## config.mk

```make
export PLATFORM = sky130hd
export DESIGN_NAME = im_loader_flat
export DESIGN_NICKNAME = d
export VERILOG_FILES = /design/src/rtl/im_loader_if.sv /design/src/rtl/im_loader.sv /design/src/flat_wrapper.sv
export SDC_FILE = /design/constraint.sdc
export NUM_CORES = 1
export LEC_CHECK = 0
export ABC_AREA = 1
export BUFFER_PORTS_ARGS = -buffer_cell sky130_fd_sc_hd__buf_4
export CAP_MARGIN = 25
export CORE_ASPECT_RATIO = 1.5
export CORE_UTILIZATION = 35
export DETAILED_ROUTE_END_ITERATION = 16
export GPL_TIMING_DRIVEN = 0
export PLACE_DENSITY_LB_ADDON = 0.3
export SYNTH_ARGS = -nofsm -noshare
export SYNTH_HDL_FRONTEND = slang
export SYNTH_SLANG_ARGS = --single-unit
```

## constraint.sdc

```tcl
create_clock -name clk -period 2.1 [get_ports clk]
set_input_delay 0.525 -clock clk [delete_from_list [all_inputs] [get_ports clk]]
set_output_delay 0.525 -clock clk [all_outputs]
set_load 0.05 [all_outputs]
```

## src/rtl/im_loader_if.sv

```systemverilog
// rtl/im_loader_if.sv - host byte stream and IM write port bundle for the program loader
interface im_loader_if #(
   parameter int IMW = 4,
   parameter int IW  = 32
);
   logic           in_valid;
   logic [7:0]     in_data;
   logic           in_ready;
   logic           im_we;
   logic [IMW-1:0] im_addr;
   logic [IW-1:0]  im_wdata;

   // master: the loader (sinks the byte stream, drives the IM write port)
   modport master (
      input  in_valid, in_data,
      output in_ready, im_we, im_addr, im_wdata
   );

   // slave: host byte source plus IM write receiver
   modport slave (
      output in_valid, in_data,
      input  in_ready, im_we, im_addr, im_wdata
   );
endinterface

```

## src/rtl/im_loader.sv

```systemverilog
// rtl/im_loader.sv - packs a header-prefixed byte stream into IM words, then releases the core
module im_loader #(
   parameter int IMW = 4,
   parameter int IW  = 32
) (
   input  logic        clk,
   input  logic        rst,
   input  logic        load_req,
   im_loader_if.master bus,
   output logic        core_start,
   output logic        busy,
   output logic        done,
   output logic        err
);
   localparam int BPW = IW / 8;
   localparam int BW  = (BPW > 1) ? $clog2(BPW) : 1;
   localparam logic [8:0]    LIMIT = 9'(1 << IMW);
   localparam logic [BW-1:0] BLAST = BW'(BPW - 1);
   localparam logic [BW-1:0] BONE  = BW'(1);
   localparam logic [IMW:0]  WONE  = (IMW + 1)'(1);

   typedef enum logic [2:0] {S_IDLE, S_HDR, S_BYTES, S_WRITE, S_DONE, S_ERR} state_t;

   state_t         state, state_n;
   logic [8:0]     cnt, cnt_n;
   logic [BW-1:0]  byte_idx, byte_n;
   logic [IMW:0]   word_idx, word_idx_n;
   logic [IW-1:0]  word, word_n;
   logic [IMW-1:0] addr_q, addr_n;
   logic [IW-1:0]  wdata_q, wdata_n;
   logic           ready_q, ready_n;
   logic           we_q, we_n;
   logic           start_n, busy_n, done_n, err_n;
   logic           xfer;

   assign bus.in_ready = ready_q;
   assign bus.im_we    = we_q;
   assign bus.im_addr  = addr_q;
   assign bus.im_wdata = wdata_q;
   assign xfer         = bus.in_valid & ready_q;

   always_ff @(posedge clk) begin
      if (rst) begin
         state      <= S_IDLE;
         cnt        <= '0;
         byte_idx   <= '0;
         word_idx   <= '0;
         word       <= '0;
         addr_q     <= '0;
         wdata_q    <= '0;
         ready_q    <= 1'b0;
         we_q       <= 1'b0;
         core_start <= 1'b0;
         busy       <= 1'b0;
         done       <= 1'b0;
         err        <= 1'b0;
      end else begin
         state      <= state_n;
         cnt        <= cnt_n;
         byte_idx   <= byte_n;
         word_idx   <= word_idx_n;
         word       <= word_n;
         addr_q     <= addr_n;
         wdata_q    <= wdata_n;
         ready_q    <= ready_n;
         we_q       <= we_n;
         core_start <= start_n;
         busy       <= busy_n;
         done       <= done_n;
         err        <= err_n;
      end
   end

   always_comb begin
      state_n    = state;
      cnt_n      = cnt;
      byte_n     = byte_idx;
      word_idx_n = word_idx;
      word_n     = word;
      addr_n     = addr_q;
      wdata_n    = wdata_q;

      case (state)
         S_IDLE: if (load_req) state_n = S_HDR;
         S_HDR: begin
            if (xfer) begin
               cnt_n = {1'b0, bus.in_data};
               if (bus.in_data == 8'd0) begin
                  state_n = S_DONE;
               end else if ({1'b0, bus.in_data} > LIMIT) begin
                  state_n = S_ERR;
               end else begin
                  state_n    = S_BYTES;
                  byte_n     = '0;
                  word_idx_n = '0;
               end
            end
         end
         S_BYTES: begin
            if (xfer) begin
               word_n[8*byte_idx +: 8] = bus.in_data;
               if (byte_idx == BLAST) begin
                  // write port regs only change on entry to WRITE so they hold otherwise
                  state_n = S_WRITE;
                  addr_n  = word_idx[IMW-1:0];
                  wdata_n = word_n;
               end else begin
                  byte_n = byte_idx + BONE;
               end
            end
         end
         S_WRITE: begin
            if (9'(word_idx) + 9'd1 == cnt) begin
               state_n = S_DONE;
            end else begin
               state_n    = S_BYTES;
               word_idx_n = word_idx + WONE;
               byte_n     = '0;
            end
         end
         S_DONE, S_ERR: if (load_req) state_n = S_HDR;
         default: state_n = S_IDLE;
      endcase

      ready_n = (state_n == S_HDR) || (state_n == S_BYTES);
      we_n    = (state_n == S_WRITE);
      start_n = (state_n == S_DONE) && (state != S_DONE);
      busy_n  = (state_n == S_HDR) || (state_n == S_BYTES) || (state_n == S_WRITE);
      done_n  = (state_n == S_DONE);
      err_n   = (state_n == S_ERR);
   end
endmodule

```

## src/flat_wrapper.sv

```systemverilog
// flat-port wrapper written by rule: the top's interface ports become plain ports
module im_loader_flat 
#(
   parameter int IMW = 4,
   parameter int IW  = 32
)
  (clk, rst, load_req, core_start, busy, done, err, bus_in_valid, bus_in_data, bus_in_ready, bus_im_we, bus_im_addr, bus_im_wdata);
  im_loader_if #(.IMW(IMW), .IW(IW)) bus_i ();
  input  logic clk;
  input  logic rst;
  input  logic load_req;
  output logic core_start;
  output logic busy;
  output logic done;
  output logic err;
  input wire logic [$bits(bus_i.in_valid)-1:0] bus_in_valid;
  input wire logic [$bits(bus_i.in_data)-1:0] bus_in_data;
  output wire logic [$bits(bus_i.in_ready)-1:0] bus_in_ready;
  output wire logic [$bits(bus_i.im_we)-1:0] bus_im_we;
  output wire logic [$bits(bus_i.im_addr)-1:0] bus_im_addr;
  output wire logic [$bits(bus_i.im_wdata)-1:0] bus_im_wdata;
  assign bus_i.in_valid = bus_in_valid;
  assign bus_i.in_data = bus_in_data;
  assign bus_in_ready = bus_i.in_ready;
  assign bus_im_we = bus_i.im_we;
  assign bus_im_addr = bus_i.im_addr;
  assign bus_im_wdata = bus_i.im_wdata;
  im_loader #(.IMW(IMW), .IW(IW)) u_core (.clk(clk), .rst(rst), .load_req(load_req), .bus(bus_i), .core_start(core_start), .busy(busy), .done(done), .err(err));
endmodule
```

; ---- Word-level counts from Yosys, hierarchy flattened
; Index checks and enable logic that the tools add are counted.
[totals]
input_bits = 12
register_bits = 92
output_inout_bits = 42
wordCells = 74
[op_classes]
add_sub_neg = 4
n_mux = 21
shifts = 2
bitwise_logic = 1
n_eq_ne = 19
magnitude_cmp = 1
n_reduce_logical = 13
[op_table]
columns = op, count
row1 = negator 5 -> 34 bit, 1
row2 = "variable shift 8 x 34 -> 32 bit, first input constant", 1
row3 = variable part select 8 x 34 -> 32 bit, 1
row4 = bitwise mux 32 bit, 1
row5 = 2-to-1 mux 3 bit, 7
row6 = 2-to-1 mux 5 bit, 4
row7 = "equality test 3 x 2 -> 1 bit, second input constant", 4
row8 = "equality test 3 bit, second input constant", 4
row9 = 2-to-1 mux 2 bit, 6
row10 = case mux 3 bit (4 select lines), 1
row11 = case mux 5 bit (2 select lines), 1
row12 = equality test 9 x 8 -> 1 bit, 1
row13 = "greater-than comparator 8 x 5 -> 1 bit, second input constant", 1
row14 = logical NOT 8 bit, 1
row15 = "inequality test 2 bit, second input constant", 4
row16 = AND reduction 7 bit, 1
row17 = "adder 5 x 1 -> 6 bit, second input constant", 1
row18 = "equality test 3 x 1 -> 1 bit, second input constant", 2
row19 = case mux 2 bit (3 select lines), 1
row20 = "adder 5 x 1 -> 5 bit, second input constant", 1
row21 = AND reduction 5 bit, 1
row22 = "inequality test 2 x 1 -> 1 bit, second input constant", 2
row23 = AND reduction 2 bit, 2
row24 = logical NOT 3 bit, 1
row25 = 10 further kinds, 11

; ---- Logic depth before layout (Yosys ltp)
; Gate-level depths: netlist of the first run.
[logic_depth]
depth_word = 8
ltp_mapped = 15

; ---- Worst setup path after synthesis of the first run
; Ideal clock, no wire load.
[synth_timing]
path_type = register to register
startpoint = register u_core.byte_idx[0]
endpoint = register u_core.wdata_q[14], in the netlist u_core.bus.im_wdata[14]
required_time_ps = 2014
setup_slack_ps = 118
arrival_ps = 1896
path_stages_with_launch = 11
cell_sequence = dfxtp_1 > clkbuf_1 > inv_1 > ha_1 > buf_2 > inv_1 > nor3_1 > inv_1 > nor2_1 > a21oi_1 > a211oi_1
[synth_via]
elab_chain_cells = 3
elab_cells_between_ends = 6
cone_classes = add/sub: 1 / eq/ne: 1 / shift: 2 / mux: 1 / reduce/logical: 1
[synth_lines]
columns = item, line
row1 = "start, declared", im_loader.sv:26  ; logic [BW-1:0] byte_idx, byte_n;
row2 = "start signal, assigned", im_loader.sv:60  ; byte_idx <= byte_n;
row3 = negator 5 -> 34 bit, im_loader.sv:101  ; word_n[8*byte_idx +: 8] = bus.in_data;
row4 = variable part select 8 x 34 -> 32 bit or variable shift 8 x 34 -> 32 bit (tied branches), im_loader.sv:101
row5 = bitwise mux 32 bit, im_loader.sv:101
row6 = "end signal, assigned", im_loader.sv:64  ; wdata_q <= wdata_n;
row7 = "end, declared", im_loader.sv:30  ; logic [IW-1:0] wdata_q, wdata_n;
; Several ways; a longest one is shown, not always the timed one.
; A chain may end at the register's enable or synchronous reset.

; ---- Final worst setup path of the first run
; Ends and elaborated chain as after synthesis.

==> results of run 1 <==
cells in the final DEF (no fill, tap or decap), types with 2 or more instances in the layout:
cell type and instances:
sky130_fd_sc_hd__dfxtp_1 89, sky130_fd_sc_hd__a21oi_1 70, sky130_fd_sc_hd__nor2_1 64, sky130_fd_sc_hd__o21ai_0 60, sky130_fd_sc_hd__buf_4 59, sky130_fd_sc_hd__inv_1 49, sky130_fd_sc_hd__nand2_1 46, sky130_fd_sc_hd__a211oi_1 18
sky130_fd_sc_hd__nand3_1 16, sky130_fd_sc_hd__nor3_1 13, sky130_fd_sc_hd__clkbuf_1 10, sky130_fd_sc_hd__buf_2 10, sky130_fd_sc_hd__a22oi_1 10, sky130_fd_sc_hd__clkbuf_16 9, sky130_fd_sc_hd__o22ai_1 8, sky130_fd_sc_hd__nor2_2 7
sky130_fd_sc_hd__ha_1 6, sky130_fd_sc_hd__inv_2 5, sky130_fd_sc_hd__nand2_2 5, sky130_fd_sc_hd__a21oi_2 4, sky130_fd_sc_hd__nand4_1 4, sky130_fd_sc_hd__clkbuf_8 3, sky130_fd_sc_hd__clkbuf_2 3, sky130_fd_sc_hd__nor3_2 3
sky130_fd_sc_hd__o21ai_1 3, sky130_fd_sc_hd__nand3_2 3, sky130_fd_sc_hd__a2bb2oi_1 3, sky130_fd_sc_hd__dfxtp_2 3, sky130_fd_sc_hd__clkinvlp_4 2, sky130_fd_sc_hd__nor2_4 2, sky130_fd_sc_hd__bufinv_16 2
worst max-delay path, cell delays in order (launching register included):
cell and delay [ps]:
sky130_fd_sc_hd__dfxtp_2 370, sky130_fd_sc_hd__clkbuf_8 190, sky130_fd_sc_hd__clkinvlp_4 140, sky130_fd_sc_hd__ha_1 300, sky130_fd_sc_hd__buf_4 180, sky130_fd_sc_hd__inv_2 80
sky130_fd_sc_hd__nor3_2 140, sky130_fd_sc_hd__inv_2 110, sky130_fd_sc_hd__nor2_2 120, sky130_fd_sc_hd__a21oi_2 70, sky130_fd_sc_hd__a211oi_1 200
cells by family after synthesis:
logic type / synth area share, %
buffers and inverters: 8.66
and+or+nand+nor: 18.4
AOI/OAI and AO/OA: 24.6
adders and majority gates: 2.20
DFF: 46.2
flip-flops by register name, summed over array words and instances, names as in the netlist:
name and count:
u_core.bus.im_addr 4, u_core.bus.im_wdata 32, u_core.word_idx 5, u_core.err 1, u_core.word 32, u_core.bus.in_ready 1, u_core.done 1, u_core.state 3
u_core.cnt 8, u_core.bus.im_we 1, u_core.byte_idx 2, u_core.core_start 1, u_core.busy 1
power groups by stage:
| stage | clock, µW | sequential, µW | combinational (µW) |
|---|---|---|---|
| final | 1730 | 1830 | 618 |
| after global routing | 1820 | 1830 | 685 |
| after CTS | 1760 | 1830 | 556 |
| after detailed placement | 0 | 1870 | 539 |
| after global placement | 0 | 1860 | 535 |
| after floorplan | 0 | 1880 | 363 |
metrics by stage:
step                      cells  worst slack (ps)
after floorplan             526               118
after global placement      726              -322
after detailed placement    726              -334
after CTS                   739              18.0
after global routing        742             -4.89
final                       742               115
timing repair:
item	4_1_cts	5_1_grt
endpoints found under the setup margin	63	53
resized for setup	8	20
buffers inserted	0	3
pin swaps	0	1
metal layers:
layer | part of all wire [%] | GRT usage, % | vias to the layer above
met5 | 0 | 0 | -
met1 | 41 | 22.3 | 1769
met4 | 4.4 | 13.5 | 0
li1 | - | - | 1910
met2 | 52 | 32.6 | 86
met3 | 2.6 | 3.43 | 27
how the worst min path moves through the flow:
stage	start	endpoint	slack, ps	cells past startpoint
global placement	u_core.cnt[6]	u_core.cnt[6]	440	2
detailed placement	u_core.cnt[7]	u_core.cnt[7]	450	2
floorplan	u_core.cnt[7]	u_core.cnt[7]	430	2
finish	rst	u_core.state[2]	430	2
global route	rst	u_core.state[2]	420	2
CTS	rst	u_core.state[2]	420	2
area by class of cell:
type	instances	area, µm²	area share [%]
tap	147	184	3.68
multi-input combinational	349	1850	37.1
inverter	57	221	4.43
timing repair buffer	56	433	8.66
clock inverter	2	60.1	1.20
clock buffer	11	253	5.06
buffer	28	146	2.93
sequential	92	1850	36.9
==> summary.json, run 1 <==
{
  "run_status": {
    "run_status": "completed"
  },
  "power": {
    "fin_total_pwr_uw": 4180,
    "power.share.sequential_pct": 43.8,
    "cellPowerDensity_nw_per_um2": 836,
    "power.share.switching_pct": 26.2,
    "ir_drop_uv": 332,
    "clkPwrFrac_pct": 41.4,
    "power_leakage_uw": 0.00206,
    "p_int_uw": 3080,
    "comb_power_share_pct": 14.8,
    "power.switching_uw": 1100
  },
  "floorplanning": {
    "die_outline_area_um2": 11800,
    "die_y_um": 133,
    "rows": 47,
    "fp.dieW_um": 89.1,
    "floorplan.core_area_um2": 11100,
    "top_level_pins": 54,
    "initial_core_utilization_pct": 36.1
  },
  "clock_tree": {
    "clock_tree.buffer_depth": 2,
    "numClockSinks": 92,
    "root_buffer": "sky130_fd_sc_hd__clkbuf_16",
    "cts_tree": "done",
    "insertion_delay_ps": 340,
    "tritoncts.num_buffers": 9,
    "cts.reportedPaths.clkPinSlew_ps": 60,
    "cts_htree_levels": 3,
    "post_cts_hold_buffer_count": 0
  },
  "critical_path": {
    "reg2reg_setup_slack_ps": 120,
    "r2r-start": "u_core.byte_idx[0]",
    "timing.critical_path.required_ps": 2350,
    "worstRegToRegCells": 10,
    "crit-reg2reg-capture": "u_core.bus.im_wdata[14]",
    "critical_path_peak_fanout": 10,
    "endpoint_kind": "flop",
    "worst_setup_path_endpoint": "u_core.bus.im_wdata[14]",
    "cp.arrival_ps": 2240,
    "setup.worst_path.class": "flop to flop",
    "setup.worst_path.start_class": "flop",
    "setup.worst_path.start": "u_core.byte_idx[0]"
  },
  "timing": {
    "maxSlewHeadroom_pct": 65.8,
    "setup_total_negative_slack_ps": 0,
    "grt_setup_unrepaired": "yes",
    "period_utilization_post_route_pct": 94.5,
    "final-setup-viol-count": 0,
    "holdWs_ps": 434,
    "finClkSkew_ps": 6.52,
    "max_freq_mhz": 504,
    "worst-slew-pin-transition_ps": 513,
    "final-max-slew-violation-count": 0,
    "finalHoldViolCount": 0,
    "period_minus_slack_ps": 1980
  },
  "synthesis": {
    "synth.cell_area_um2": 3990,
    "ys.warnings.count": 0,
    "syn-instance-count": 526,
    "ys.flop_type": "sky130_fd_sc_hd__dfxtp_1",
    "syn_nets": 545,
    "yosys_register_bits": 92,
    "mean_area_per_synthesized_cell_um2": 7.58,
    "yosys-top-cells-count": "92 x sky130_fd_sc_hd__dfxtp_1, 72 x sky130_fd_sc_hd__a21oi_1, 66 x sky130_fd_sc_hd__nor2_1",
    "synth.top_cells.by_area": "sky130_fd_sc_hd__dfxtp_1 46%, sky130_fd_sc_hd__a21oi_1 9.0%, sky130_fd_sc_hd__o21ai_0 7.5%",
    "synth-edff-count": 0,
    "library_cells_used_by_synthesis": 27,
    "yosysMostFrequentCell": "sky130_fd_sc_hd__dfxtp_1",
    "synthDominantAreaCellType": "sky130_fd_sc_hd__dfxtp_1",
    "asyncSetResetFlopFracSynth_pct": 0,
    "yosysSeqAreaShare_pct": 46.2,
    "synth.top_cell.area_share_pct": 46.2
  },
  "final_layout": {
    "fraction_of_layout_cells_with_a_size_suffix_above_1_pct": 20.8,
    "n_fill_cell": 1177,
    "syn2layout_area_growth_pct": 25.4,
    "insertedDiodeCount": 0,
    "final_net_count": 612,
    "postLayoutCoreUtil_pct": 45.2,
    "post_route_design_area_um2": 5000
  },
  "detailed_routing": {
    "remaining_drc_errors": 0,
    "ant_nets": 0,
    "drt_pre_antenna_iters": 4,
    "post_drt_wl_per_cell_um": 15.1,
    "routed_wirelength_um": 11200,
    "num_vias": 3792,
    "drtIter0Drc": 186,
    "vias_per_cell": 5.11
  },
  "placement": {
    "placement.cell_area_um2": 4570,
    "hpwlAfterDp_um": 8400,
    "gp_congestion": 0.907,
    "port_buffers": 53
  },
  "job": {
    "drv.max_cap_violation_count": 0
  },
  "worst_hold_path": {
    "worstHoldPathType": "input pin to flop"
  },
  "grt": {
    "first_global_vias": 3573,
    "grt_remaining_overflow": 0,
    "grt_antenna_before_repair": 0,
    "grt_first_pass_wirelength_um": 17500,
    "grt_usage_pct": 19.7,
    "grt_max_degree": 14
  }
}
(Power assumes the default switching activity.)
==> run 2: changes to the inputs <==
--- a/config.mk
+++ b/config.mk
@@ -9,7 +9,7 @@
 export BUFFER_PORTS_ARGS = -buffer_cell sky130_fd_sc_hd__buf_4
 export CAP_MARGIN = 25
 export CORE_ASPECT_RATIO = 1.5
-export CORE_UTILIZATION = 35
+export CORE_UTILIZATION = 51
 export DETAILED_ROUTE_END_ITERATION = 16
 export GPL_TIMING_DRIVEN = 0
 export PLACE_DENSITY_LB_ADDON = 0.3
==> run 2 against run 1 <==
Effect of this change:
- setup slack worse by 38 ps
- non-clock buffer count down 1
- maximum frequency down 1.9%
- utilization up 19 points
- critical path type unchanged
- critical endpoint unchanged
- largest cell class unchanged
- highest routed layer unchanged
==> summary.json, run 2 (synthesized netlist as in run 1, its figures left out) <==
{
  "run_status": {
    "run_status": "completed"
  },
  "placement": {
    "gp_congestion": {"value": 0.879, "change": "-3.0%"},
    "port_buffers": {"value": 53, "change": "unchanged"},
    "placed_instance_count": {"value": 681, "change": "-6.2%"},
    "hpwlAfterDp": {"value": 7720, "unit": "µm", "change": "-8.0%"}
  },
  "critical_path": {
    "worstPathCellList": "clkbuf_8 -> clkinvlp_4 -> ha_1 -> buf_4 -> inv_2 -> nor3_2 -> inv_2 -> nor2_2 -> a21oi_2 -> a211oi_2",
    "setup.worst_path.start": "u_core.byte_idx[0]",
    "critPathMostFrequentCell": "sky130_fd_sc_hd__inv_2",
    "setup.worst_path.class": "flop to flop",
    "worst_setup_path_endpoint": "u_core.bus.im_wdata[14]",
    "path_depth": {"value": 10, "change": "unchanged"},
    "delay_heaviest_family_cp": "buffers and inverters",
    "crit-reg2reg-capture": "u_core.bus.im_wdata[14]",
    "slowest_stage": "sky130_fd_sc_hd__dfxtp_2",
    "critical_path_peak_fanout": {"value": 10, "change": "unchanged"},
    "cp.arrival": {"value": 2290, "unit": "ps", "change": "+50 ps"},
    "crit_buf_inv": {"value": 5, "change": "unchanged"},
    "worstRegToRegCells": {"value": 10, "change": "unchanged"},
    "endpoint_kind": "flop",
    "timing.critical_path.required": {"value": 2360, "unit": "ps", "change": "about the same"},
    "setup.worst_path.start_class": "flop",
    "timing.critical_path.slowest_cell_delay": {"value": 370, "unit": "ps", "change": "about the same"},
    "reg2reg_setup_slack": {"value": 80, "unit": "ps", "change": "-40 ps"},
    "r2r-start": "u_core.byte_idx[0]"
  },
  "timing": {
    "maxSlewHeadroom": {"value": 65.1, "unit": "%", "change": "-0.77 points"},
    "period_utilization_post_route": {"value": 96.3, "unit": "%", "change": "+1.8 points"},
    "finClkSkew": {"value": 8.38, "unit": "ps", "change": "+1.86 ps"},
    "worst-slew-pin-transition": {"value": 524, "unit": "ps", "change": "+11.6 ps"},
    "final-setup-viol-count": {"value": 0, "change": "unchanged"},
    "final-max-slew-violation-count": {"value": 0, "change": "unchanged"},
    "max_freq": {"value": 494, "unit": "MHz", "change": "-1.9%"},
    "setup_total_negative_slack": {"value": 0, "unit": "ps", "change": "unchanged"},
    "finalHoldViolCount": {"value": 0, "change": "unchanged"},
    "period_minus_slack": {"value": 2020, "unit": "ps", "change": "+38.3 ps"}
  },
  "clock_tree": {
    "post_cts_hold_buffer_count": {"value": 0, "change": "unchanged"},
    "insertion_delay": {"value": 340, "unit": "ps", "change": "about the same"},
    "cts_htree_levels": {"value": 3, "change": "unchanged"},
    "clock_tree.buffer_depth": {"value": 2, "change": "unchanged"},
    "root_buffer": "sky130_fd_sc_hd__clkbuf_16",
    "cts.reportedPaths.clkPinSlew": {"value": 60, "unit": "ps", "change": "about the same"},
    "tritoncts.num_buffers": {"value": 9, "change": "unchanged"},
    "numClockSinks": {"value": 92, "change": "unchanged"},
    "cts_tree": "done"
  },
  "floorplanning": {
    "initial_core_utilization": {"value": 52.4, "unit": "%", "change": "+16 points"},
    "fp.dieW": {"value": 74.2, "unit": "µm", "change": "-17%"},
    "die_outline_area": {"value": 8180, "unit": "µm²", "change": "-31%"},
    "top_level_pins": {"value": 54, "change": "unchanged"},
    "rows": {"value": 39, "change": "-17%"},
    "die_y": {"value": 110, "unit": "µm", "change": "-17%"},
    "floorplan.core_area": {"value": 7610, "unit": "µm²", "change": "-31%"}
  },
  "final_layout": {
    "fraction_of_layout_cells_with_a_size_suffix_above_1": {"value": 20.8, "unit": "%", "change": "-0.035 points"},
    "layout.cells.most_common": "sky130_fd_sc_hd__dfxtp_1",
    "final_net_count": {"value": 611, "change": "-0.16%"},
    "insertedDiodeCount": {"value": 0, "change": "unchanged"},
    "instances_no_fill": {"value": 698, "change": "-5.9%"},
    "mostFrequentLayoutCells": "89 x sky130_fd_sc_hd__dfxtp_1, 70 x sky130_fd_sc_hd__a21oi_1, 63 x sky130_fd_sc_hd__nor2_1",
    "syn2layout_area_growth_pct": 22.4
  },
  "detailed_routing": {
    "num_vias": {"value": 3849, "change": "+1.5%"},
    "vias_per_cell": {"value": 5.51, "change": "+7.9%"},
    "remaining_drc_errors": {"value": 0, "change": "unchanged"},
    "drt_pre_antenna_iters": {"value": 5, "change": "+1"},
    "routed_wirelength": {"value": 10700, "unit": "µm", "change": "-4.3%"},
    "ant_nets": {"value": 0, "change": "unchanged"},
    "drtIter0Drc": {"value": 298, "change": "+60%"},
    "post_drt_wl_per_cell": {"value": 15.3, "unit": "µm", "change": "+1.8%"}
  },
  "grt": {
    "grt_remaining_overflow": {"value": 0, "change": "unchanged"},
    "grt_usage": {"value": 27.5, "unit": "%", "change": "+7.8 points"},
    "first_global_vias": {"value": 3501, "change": "-2.0%"},
    "grt_antenna_before_repair": {"value": 0, "change": "unchanged"},
    "grt_first_pass_wirelength": {"value": 16700, "unit": "µm", "change": "-4.5%"},
    "grt_max_degree": {"value": 14, "change": "unchanged"}
  },
  "power": {
    "power.switching": {"value": 1080, "unit": "µW", "change": "-1.5%"},
    "p_int": {"value": 2830, "unit": "µW", "change": "-8.1%"},
    "fin_total_pwr": {"value": 3910, "unit": "µW", "change": "-6.3%"},
    "cellPowerDensity": {"value": 802, "unit": "nW/µm²", "change": "-4.1%"},
    "power.share.switching": {"value": 27.6, "unit": "%", "change": "+1.4 points"},
    "power_leakage": {"value": 0.00203, "unit": "µW", "change": "-1.9%"},
    "comb_power_share": {"value": 14.9, "unit": "%", "change": "about the same"},
    "clkPwrFrac": {"value": 38.4, "unit": "%", "change": "-3.0 points"},
    "ir_drop": {"value": 482, "unit": "µV", "change": "+45%"},
    "power.share.sequential": {"value": 46.8, "unit": "%", "change": "+3.0 points"}
  },
  "job": {
    "drv.max_cap_violation_count": {"value": 0, "change": "unchanged"}
  },
  "worst_hold_path": {
    "worstHoldPathType": "input pin to flop"
  }
}
-- run 2: metal layers --
layer | vias to the layer above | global-route usage (%) | wire (µm)
met5 | - | 0 | 0
met4 | 0 | 13.2 | 313
met3 | 23 | 5.27 | 450
met2 | 106 | 47.7 | 5620
met1 | 1804 | 31.8 | 4310
li1 | 1916 | - | -
-- run 2: layout make-up --
class	instances	area (µm²)
plain buffers	28	145
fillers	713	2730
repair buffers	55	413
well taps	102	128
flip-flops and latches	92	1850
multi-input cells	349	1860
inverters	57	221
clock inverters	1	7.51
clock buffers	14	264
-- run 2: how the worst min path moves through the flow --
stage / startpoint / endpoint / slack (ps) / depth (start not counted)
floorplan: u_core.cnt[7] / u_core.cnt[7] / 430 / 2
global placement: u_core.cnt[6] / u_core.cnt[6] / 440 / 2
detailed placement: u_core.word[29] / u_core.word[29] / 450 / 2
CTS: rst / u_core.word[29] / 420 / 2
global route: rst / u_core.state[2] / 420 / 2
finish: rst / u_core.word[29] / 430 / 2
-- run 2: worst register-to-register path: stages (launching register included) --
cell                         delay (ps)
sky130_fd_sc_hd__dfxtp_2            370
sky130_fd_sc_hd__clkbuf_8           190
sky130_fd_sc_hd__clkinvlp_4         130
sky130_fd_sc_hd__ha_1               290
sky130_fd_sc_hd__buf_4              170
sky130_fd_sc_hd__inv_2               80
sky130_fd_sc_hd__nor3_2             190
sky130_fd_sc_hd__inv_2              130
sky130_fd_sc_hd__nor2_2             130
sky130_fd_sc_hd__a21oi_2             70
sky130_fd_sc_hd__a211oi_2           190
-- run 2: through the flow --
step                      hold WS [ps]  worst slack [ps]  utilization, %  area [µm²]
after global routing               425             -9.56            64.1        4880
after global placement             442              -305            59.3        4510
final                              426              77.1            64.1        4880
after CTS                          416              3.09            63.2        4810
after floorplan                    430               118               -        3990
after detailed placement           450              -317            59.3        4510
-- run 2: power by group through the flow --
stage	sequential [µW]	clock, µW	combinational, µW
floorplan	1880	0	363
global placement	1860	0	526
detailed placement	1860	0	532
CTS	1830	1520	548
global route	1830	1570	638
finish	1830	1500	582
-- run 2: repair_timing --
action | 4_1_cts | 5_1_grt
setup buffers | 0 | 2
gates resized for setup | 9 | 18
setup endpoints to repair | 61 | 64
==> run 3: changes to the inputs <==
--- a/config.mk
+++ b/config.mk
@@ -6,13 +6,16 @@
 export NUM_CORES = 1
 export LEC_CHECK = 0
 export ABC_AREA = 1
+export ABC_CLOCK_PERIOD_IN_PS = 2100
 export BUFFER_PORTS_ARGS = -buffer_cell sky130_fd_sc_hd__buf_4
 export CAP_MARGIN = 25
 export CORE_ASPECT_RATIO = 1.5
+export CORE_MARGIN = 5
 export CORE_UTILIZATION = 51
 export DETAILED_ROUTE_END_ITERATION = 16
 export GPL_TIMING_DRIVEN = 0
 export PLACE_DENSITY_LB_ADDON = 0.3
+export RECOVER_POWER = 25
 export SYNTH_ARGS = -nofsm -noshare
 export SYNTH_HDL_FRONTEND = slang
 export SYNTH_SLANG_ARGS = --single-unit
==> run 3 against run 2 <==
Effect of this change:
- via count increased by 1.9%
- largest cell class unchanged
- total power decreased by 0.30%
- critical path depth decreased by 2
- register-to-register slack improved by 20 ps
- critical path type unchanged
- largest power group unchanged
==> summary.json, run 3 (synthesized netlist as in run 1, its figures left out) <==
{
  "detailed_routing": {
    "top_layer": "met4",
    "wl_met1": {"value": 4100, "unit": "µm", "change": "-4.9%"},
    "remaining_drc_errors": {"value": 0, "change": "unchanged"},
    "ant_nets": {"value": 0, "change": "unchanged"},
    "post_drt_wl_per_cell": {"value": 15.4, "unit": "µm", "change": "+0.37%"},
    "met3WireLength": {"value": 500, "unit": "µm", "change": "+11%"},
    "vias_per_cell": {"value": 5.62, "change": "+1.9%"},
    "drt_pre_antenna_iters": {"value": 5, "change": "unchanged"},
    "drtIter0Drc": {"value": 330, "change": "+11%"},
    "num_vias": {"value": 3924, "change": "+1.9%"},
    "met2_wirelength": {"value": 5610, "unit": "µm", "change": "about the same"},
    "routed_wirelength": {"value": 10700, "unit": "µm", "change": "+0.37%"}
  },
  "final_layout": {
    "multi_input_comb_area": {"value": 1860, "unit": "µm²", "change": "+0.40%"},
    "fraction_of_layout_cells_with_a_size_suffix_above_1": {"value": 15.6, "unit": "%", "change": "-5.2 points"},
    "n_fill_cell": {"value": 710, "change": "-0.42%"},
    "layout.cells.most_common": "sky130_fd_sc_hd__dfxtp_1",
    "mostFrequentLayoutCells": "89 x sky130_fd_sc_hd__dfxtp_1, 70 x sky130_fd_sc_hd__a21oi_1, 65 x sky130_fd_sc_hd__nor2_1",
    "syn2layout_area_growth_pct": 19.7,
    "insertedDiodeCount": {"value": 0, "change": "unchanged"},
    "register_area": {"value": 1850, "unit": "µm²", "change": "unchanged"},
    "final_net_count": {"value": 611, "change": "unchanged"}
  },
  "worst_hold_path": {
    "worstHoldPathType": "input pin to flop",
    "min_delay_path_depth": {"value": 2, "change": "unchanged"}
  },
  "grt": {
    "grt_usage": {"value": 22.8, "unit": "%", "change": "-4.7 points"},
    "grt_antenna_before_repair": {"value": 0, "change": "unchanged"},
    "grt_remaining_overflow": {"value": 0, "change": "unchanged"},
    "first_global_vias": {"value": 3681, "change": "+5.1%"},
    "grt_max_degree": {"value": 14, "change": "unchanged"},
    "grt_first_pass_wirelength": {"value": 17200, "unit": "µm", "change": "+2.6%"}
  },
  "job": {
    "drv.max_cap_violation_count": {"value": 0, "change": "unchanged"}
  },
  "critical_path": {
    "critical_path_peak_fanout": {"value": 10, "change": "unchanged"},
    "setup.worst_path.start_class": "flop",
    "endpoint_kind": "flop",
    "setup.worst_path.class": "flop to flop",
    "delay_heaviest_family_cp": "buffers and inverters",
    "worstRegToRegCells": {"value": 8, "change": "-2"},
    "crit_buf_inv": {"value": 3, "change": "-2"},
    "timing.critical_path.slowest_cell_delay": {"value": 370, "unit": "ps", "change": "about the same"},
    "slowest_stage": "sky130_fd_sc_hd__dfxtp_2",
    "critPathMostFrequentCell": "sky130_fd_sc_hd__clkinvlp_4",
    "worstPathCellList": "clkbuf_8 -> clkinvlp_4 -> ha_1 -> clkinvlp_4 -> nand2_2 -> nor3_1 -> a22oi_1 -> a211oi_1",
    "path_depth": {"value": 8, "change": "-2"},
    "timing.critical_path.required": {"value": 2350, "unit": "ps", "change": "about the same"},
    "cp.arrival": {"value": 2250, "unit": "ps", "change": "-40 ps"}
  },
  "timing": {
    "period_utilization_post_route": {"value": 95.4, "unit": "%", "change": "-0.90 points"},
    "worst-slew-pin-transition": {"value": 609, "unit": "ps", "change": "+85.0 ps"},
    "finalHoldViolCount": {"value": 0, "change": "unchanged"},
    "finClkSkew": {"value": 5.83, "unit": "ps", "change": "-2.55 ps"},
    "maxSlewHeadroom": {"value": 59.6, "unit": "%", "change": "-5.5 points"},
    "final-max-slew-violation-count": {"value": 0, "change": "unchanged"},
    "holdWs": {"value": 431, "unit": "ps", "change": "+5.36 ps"},
    "max_freq": {"value": 499, "unit": "MHz", "change": "+0.95%"},
    "setup_total_negative_slack": {"value": 0, "unit": "ps", "change": "unchanged"},
    "period_minus_slack": {"value": 2000, "unit": "ps", "change": "-18.9 ps"},
    "final-setup-viol-count": {"value": 0, "change": "unchanged"}
  },
  "floorplanning": {
    "top_level_pins": {"value": 54, "change": "unchanged"},
    "rows": {"value": 39, "change": "unchanged"},
    "fp.dieW": {"value": 82.2, "unit": "µm", "change": "+11%"},
    "floorplan.core_area": {"value": 7610, "unit": "µm²", "change": "unchanged"},
    "die_y": {"value": 118, "unit": "µm", "change": "+7.3%"},
    "die_outline_area": {"value": 9720, "unit": "µm²", "change": "+19%"},
    "initial_core_utilization": {"value": 52.4, "unit": "%", "change": "unchanged"}
  },
  "power": {
    "power_leakage": {"value": 0.00190, "unit": "µW", "change": "-6.3%"},
    "ir_drop": {"value": 582, "unit": "µV", "change": "+21%"},
    "cellPowerDensity": {"value": 818, "unit": "nW/µm²", "change": "+2.0%"},
    "fin_total_pwr": {"value": 3900, "unit": "µW", "change": "-0.30%"}
  },
  "clock_tree": {
    "cts.reportedPaths.clkPinSlew": {"value": 60, "unit": "ps", "change": "about the same"},
    "insertion_delay": {"value": 340, "unit": "ps", "change": "about the same"},
    "cts_htree_levels": {"value": 3, "change": "unchanged"},
    "tritoncts.num_buffers": {"value": 9, "change": "unchanged"},
    "cts_tree": "done",
    "root_buffer": "sky130_fd_sc_hd__clkbuf_16",
    "post_cts_hold_buffer_count": {"value": 0, "change": "unchanged"},
    "clock_tree.buffer_depth": {"value": 2, "change": "unchanged"},
    "numClockSinks": {"value": 92, "change": "unchanged"}
  },
  "run_status": {
    "run_status": "completed"
  },
  "placement": {
    "gp_congestion": {"value": 0.898, "change": "+2.2%"},
    "hpwlAfterDp": {"value": 7900, "unit": "µm", "change": "+2.3%"},
    "port_buffers": {"value": 53, "change": "unchanged"}
  }
}
[run 3: cell count changes in the layout (fill, tap and decap cells not counted)]
| cell | delta |
|---|---|
| sky130_fd_sc_hd__nor3_1 | -1 |
| sky130_fd_sc_hd__a211oi_1 | +1 |
| sky130_fd_sc_hd__o22ai_2 | +2 |
| sky130_fd_sc_hd__nor3_2 | +1 |
| sky130_fd_sc_hd__buf_4 | -34 |
| sky130_fd_sc_hd__clkinv_2 | +2 |
| sky130_fd_sc_hd__buf_6 | +1 |
| sky130_fd_sc_hd__o22ai_1 | -2 |
| sky130_fd_sc_hd__a211oi_2 | -1 |
| sky130_fd_sc_hd__nor2_1 | +2 |
| sky130_fd_sc_hd__clkbuf_4 | +1 |
| sky130_fd_sc_hd__nor2_2 | -2 |
| sky130_fd_sc_hd__clkbuf_1 | +31 |
| sky130_fd_sc_hd__clkinvlp_4 | -1 |
[run 3: final cells by class]
cell class	count	share of cell area (%)
Clock inverter	2	0.210
Clock buffer	13	5.46
Timing Repair Buffer	55	6.06
Tap cell	102	2.68
Multi-Input combinational cell	349	39.1
Buffer	28	3.20
Inverter	57	4.64
Sequential cell	92	38.7
[run 3: power breakdown]
part / internal, µW / switching, µW / total, µW
Sequential: 1790 / 43.9 / 1830
Combinational: 189 / 402 / 591
Clock: 857 / 625 / 1480
Total: 2830 / 1070 / 3900
[run 3: worst paths after layout]
kind                            from  slack (ps)                 endpoint
hold reg to reg        u_core.cnt[7]         460            u_core.cnt[7]
hold / removal                   rst         430          u_core.state[2]
setup / recovery  u_core.byte_idx[0]         100  u_core.bus.im_wdata[17]
setup reg to reg  u_core.byte_idx[0]         100  u_core.bus.im_wdata[17]
[run 3: per-stage QoR]
step | util (%) | cell area (µm²) | worst slack (ps) | std cells
after detailed placement | 59.3 | 4510 | -310 | 681
after global routing | 62.7 | 4770 | -25.6 | 698
after floorplan | - | 3990 | 118 | 526
final | 62.7 | 4770 | 96.1 | 698
after global placement | 59.3 | 4510 | -301 | 681
after CTS | 63.1 | 4810 | 53.2 | 696
[run 3: layer usage]
metal / global-route usage [%] / up-vias
li1: - / 1912
met1: 26.2 / 1839
met2: 38.2 / 136
met3: 4.03 / 37
met4: 13.4 / 0
met5: 0 / -
[run 3: repair_timing]
item,4_1_cts,5_1_grt
endpoints found under the setup margin,61,53
endpoints found under the hold margin,0,0
gates resized for setup,9,23
setup buffers,0,2
[run 3: worst register-to-register path: stages (launching register included)]
cell and delay, ps:
sky130_fd_sc_hd__dfxtp_2 370, sky130_fd_sc_hd__clkbuf_8 180, sky130_fd_sc_hd__clkinvlp_4 130, sky130_fd_sc_hd__ha_1 260
sky130_fd_sc_hd__clkinvlp_4 200, sky130_fd_sc_hd__nand2_2 170, sky130_fd_sc_hd__nor3_1 220, sky130_fd_sc_hd__a22oi_1 140
sky130_fd_sc_hd__a211oi_1 240
